### src/rtl/register_scoreboard.sv
// Register scoreboard: tracks issued-but-uncommitted writes per architectural
// register and blocks issue on RAW hazards or when a register's pending-write
// counter is full. Register 0 is hard-wired idle.
module register_scoreboard #(
  parameter int REG_NUM    = 32,
  parameter int ADDR_WIDTH = 5,
  parameter int CNT_WIDTH  = 2,
  parameter int WB_BYPASS  = 1
) (
  input  logic                  clk,
  input  logic                  rst,
  input  logic                  issueValid,
  input  logic [ADDR_WIDTH-1:0] rs1Addr,
  input  logic                  rs1Use,
  input  logic [ADDR_WIDTH-1:0] rs2Addr,
  input  logic                  rs2Use,
  input  logic                  rdWriteEnable,
  input  logic [ADDR_WIDTH-1:0] rdAddr,
  input  logic                  wbValid,
  input  logic [ADDR_WIDTH-1:0] wbAddr,
  input  logic                  flush,
  output logic                  stall,
  output logic                  issueAccept,
  output logic [REG_NUM-1:0]    busyVec
);

  // Pending-write counter per register
  logic [CNT_WIDTH-1:0] r_cnt [REG_NUM];

  logic [REG_NUM-1:0]   w_inc;
  logic [REG_NUM-1:0]   w_dec;
  logic [CNT_WIDTH-1:0] w_rs1_cnt;
  logic [CNT_WIDTH-1:0] w_rs2_cnt;
  logic [CNT_WIDTH-1:0] w_rd_cnt;
  logic                 w_bypass1;
  logic                 w_bypass2;
  logic                 w_rs1_haz;
  logic                 w_rs2_haz;
  logic                 w_rd_sat;
  logic                 w_stall;
  logic                 w_accept;

  assign w_rs1_cnt = r_cnt[rs1Addr];
  assign w_rs2_cnt = r_cnt[rs2Addr];
  assign w_rd_cnt  = r_cnt[rdAddr];

  // A same-cycle writeback to a source retires one pending write, so with
  // bypass the source is only hazardous if more than one write is pending.
  assign w_bypass1 = (WB_BYPASS != 0) && wbValid && (wbAddr == rs1Addr);
  assign w_bypass2 = (WB_BYPASS != 0) && wbValid && (wbAddr == rs2Addr);

  assign w_rs1_haz = rs1Use && (rs1Addr != '0) &&
                     (w_bypass1 ? (w_rs1_cnt > CNT_WIDTH'(1)) : (w_rs1_cnt != '0));
  assign w_rs2_haz = rs2Use && (rs2Addr != '0) &&
                     (w_bypass2 ? (w_rs2_cnt > CNT_WIDTH'(1)) : (w_rs2_cnt != '0));

  // Destination saturation uses the stored count only: the counter must never
  // be asked to increment past all-ones, even if a writeback frees a slot.
  assign w_rd_sat = rdWriteEnable && (rdAddr != '0) && (&w_rd_cnt);

  assign w_stall     = issueValid && (w_rs1_haz || w_rs2_haz || w_rd_sat) && !flush;
  assign w_accept    = issueValid && !w_stall && !flush;
  assign stall       = w_stall;
  assign issueAccept = w_accept;

  // Per-register increment/decrement requests and busy flags; register 0 never moves
  generate
    for (genvar gi = 0; gi < REG_NUM; gi++) begin : g_reg
      assign w_inc[gi]   = (gi != 0) && w_accept && rdWriteEnable &&
                           (rdAddr == ADDR_WIDTH'(gi));
      assign w_dec[gi]   = (gi != 0) && wbValid && (wbAddr == ADDR_WIDTH'(gi));
      assign busyVec[gi] = (r_cnt[gi] != '0);
    end
  endgenerate

  // Counter update: reset/flush clear all; issue+writeback to the same register
  // cancel; a writeback with nothing pending leaves the counter at zero.
  always_ff @(posedge clk) begin
    for (int i = 0; i < REG_NUM; i++) begin
      if (rst || flush) begin
        r_cnt[i] <= '0;
      end else if (w_inc[i] && !w_dec[i]) begin
        r_cnt[i] <= r_cnt[i] + CNT_WIDTH'(1);
      end else if (w_dec[i] && !w_inc[i] && (r_cnt[i] != '0)) begin
        r_cnt[i] <= r_cnt[i] - CNT_WIDTH'(1);
      end
    end
  end

endmodule
### config.mk
export PLATFORM = sky130hd
export DESIGN_NAME = register_scoreboard
export DESIGN_NICKNAME = d
export VERILOG_FILES = /design/src/rtl/register_scoreboard.sv
export SDC_FILE = /design/constraint.sdc
export NUM_CORES = 1
export LEC_CHECK = 0
export CORE_MARGIN = 2
export CORE_UTILIZATION = 45
export CTS_CLUSTER_DIAMETER = 60
export CTS_CLUSTER_SIZE = 28
export DETAILED_ROUTE_END_ITERATION = 7
export PLACE_DENSITY = 0.65
export SKIP_CTS_REPAIR_TIMING = 1
export SYNTH_ARGS = -nofsm -noshare
export SYNTH_HDL_FRONTEND = slang
export SYNTH_SLANG_ARGS = --single-unit
### constraint.sdc
create_clock -name clk -period 8.4 [get_ports clk]
set_clock_uncertainty 0.15 [all_clocks]
set_input_delay 1.26 -clock clk [delete_from_list [all_inputs] [get_ports clk]]
set_output_delay 1.26 -clock clk [all_outputs]
set_load 0.05 [all_outputs]
==> flow_metrics.env <==
export IMPL_status="finished clean"
export IMPL_wirelength_um=24000
export IMPL_grt_pass1_vias=6430
export IMPL_synth_async_sr_flop_share_pct=0
export IMPL_drt_pass1_iter_count=8
export IMPL_pre_cts_ws_ns=1.72
export IMPL_insertion_delay_ns=0.35
export IMPL_power_per_cell_area_mw_per_mm2=137
export IMPL_postSynthNetCount=835
export IMPL_cts_tree="done"
export IMPL_dr_first_iter_drc_count=813
export IMPL_cp_data_arrival_time_ns=5.31
export IMPL_worstHoldPathType="flop to flop"
export IMPL_fin_tns_setup_ns=0
export IMPL_wl_per_cell_um=24.2
export IMPL_cts_buffers=9
export IMPL_synth_simple_area_share_pct=20.6
export IMPL_synth_cells=777
export IMPL_io_buffer_count=60
export IMPL_min_path_cells=1
export IMPL_final_nets=860
export IMPL_grt_antenna_before_repair=0
export IMPL_cts_root_buf="clkbuf_16"
export IMPL_core_area_mm2=0.0145
export IMPL_final_cell_mix="96 x inv_1, 66 x nand2_1, 62 x edfxtp_1"
export IMPL_tightest_slew_ns=1.16
export IMPL_drv_slew=0
export IMPL_area_growth_pct=14.0
export IMPL_cp_required_ns=6.99
export IMPL_top_regs="r_cnt x62"
export IMPL_track_usage_pct=29.9
export IMPL_syn_mean_instance_area_um2=8.54
export IMPL_vias=6723
export IMPL_syn_area_mm2=0.00664
export IMPL_diodes=0
export IMPL_grt_max_degree=41
export IMPL_cts_clk_slew_worst_paths_ns=0.06
export IMPL_start_util_pct=45.8
export IMPL_yosysWarnings=0
export IMPL_synthMuxAreaShare_pct=17.3
export IMPL_drive_gt1_share_pct=9.29
export IMPL_fmax_mhz=149
export IMPL_cp_end_kind="output pin"
export IMPL_yosys_most_used_dff="edfxtp_1"
export IMPL_worstSetupPathType="input pin to output pin"
export IMPL_rsz0062_at_grt="no"
export IMPL_start_kind="input pin"
export IMPL_hold_viol=0
export IMPL_cts_sinks=62
export IMPL_grt_pass1_wl_um=36400
export IMPL_drcViolationCount=0
export IMPL_yosys_cell_types_count=60
export IMPL_globalRouteOverflowTotal=0
export IMPL_vias_per_cell=6.78
export IMPL_synth_xor_xnor_area_share_pct=1.32
export IMPL_globalplace_congestion=1.00
export IMPL_synthAdderAreaFrac_pct=5.66
export IMPL_num_rows=44
export IMPL_die_y_um=125
export IMPL_synth_top_family_by_area="simple AND/OR/NAND/NOR gates"
export IMPL_htreeDepth=3
export IMPL_worst_path_max_fanout=16
export IMPL_finalWorstSetupSlack_ns=1.68
export IMPL_setup_viol=0
export IMPL_postRouteAntennaNets=0
export IMPL_pin_count=62
export IMPL_r2r_cells=8
export IMPL_synth_compound_area_share_pct=17.6
export IMPL_seq_area_frac_synth_pct=28.1
export IMPL_num_fill_cells=1356
export IMPL_synth_seq_cells=62
export IMPL_period_needed_ns=6.72
export IMPL_cts_path_max_buffers=2
export IMPL_die_area_mm2=0.0157
export IMPL_final_common_cell="inv_1"
export IMPL_leakagePower_uw=0.00268
export IMPL_largest_register_ffs=62
export IMPL_relSlewSlack_pct=22.4
export IMPL_die_x_um=125
export IMPL_synth_edf_count=62
export IMPL_whs_ns=0.487
export IMPL_max_vdd_ir_drop_uv=95.8
export IMPL_cap_violations=0
export IMPL_regMostFlops="r_cnt"
export IMPL_dp_hpwl_um=17800
export IMPL_min_period_over_period_pct=80.1
## routing by layer
| metal | global-route usage [%] | routed length [um] |
|---|---|---|
| met5 | 0 | 0 |
| met4 | 12.0 | 733 |
| met3 | 6.80 | 2570 |
| met2 | 45.3 | 10800 |
| met1 | 41.4 | 9900 |
## power by group
group	switching, uW	internal (uW)
combinational	185	98.2
clock	148	227
sequential	22.9	354
## cells by family (layout without fill, tap and decap cells)
group           count (synthesis)  after routing
flops                          62             62
mux                            80             80
xor+xnor                       10             10
simple gates                  272            272
other cells                     1              1
fa+ha+maj                      30             30
compound gates                171            171
buf+inv                       151            181
## path summary, 6_finish.rpt
path / startpoint / endpoint / slack, ns
worst max register to register: r_cnt[22][0]$_DFFE_PP_ / r_cnt[15][1]$_DFFE_PP_ / 4.29
worst max-delay path: rs1Addr[0] / issueAccept / 1.68
worst min register to register: r_cnt[11][0]$_DFFE_PP_ / r_cnt[11][0]$_DFFE_PP_ / 0.49
worst min-delay path: r_cnt[11][0]$_DFFE_PP_ / r_cnt[11][0]$_DFFE_PP_ / 0.49
## synthesized netlist by cell type, types with 27 or more instances
library cell	n	area share (%)
nand2_1	66	3.7
nand3_1	44	3.3
mux2i_1	45	6.8
edfxtp_1	62	28
clkbuf_1	36	2.0
inv_1	96	5.4
nor2_1	43	2.4
nor3_1	34	2.6
a21oi_1	37	2.8
ha_1	30	5.7
o21ai_0	30	2.3
mux4_2	27	9.2
## cell type report
cell class | instances | area (um^2) | share of cell area (%)
multi-input cells | 564 | 4160 | 55.0
flip-flops and latches | 62 | 1860 | 24.6
repair buffers | 69 | 668 | 8.83
inverters | 96 | 360 | 4.76
clock buffers | 11 | 233 | 3.08
well taps | 184 | 230 | 3.04
clock inverters | 5 | 50.0 | 0.661
## through the flow
step                cell area [um^2]  total power (uW)  util [%]  instances
global route                    7570              1070      52.3        991
finish                          7570              1040      52.3        991
floorplan                       6640               562         -        777
global placement                7280               654      50.3        975
detailed placement              7280               658      50.3        975
CTS                             7570              1030      52.3        991
## critical path: stages
cell and delay [ns]:
clkdlybuf4s50_1 1.06, mux4_2 0.60, mux2i_1 0.20, nand2_1 0.08, o21ai_0 0.26, o22ai_1 0.22, or4_1 0.71, inv_1 0.11
clkdlybuf4s50_1 0.80
(Power assumes the default switching activity.)
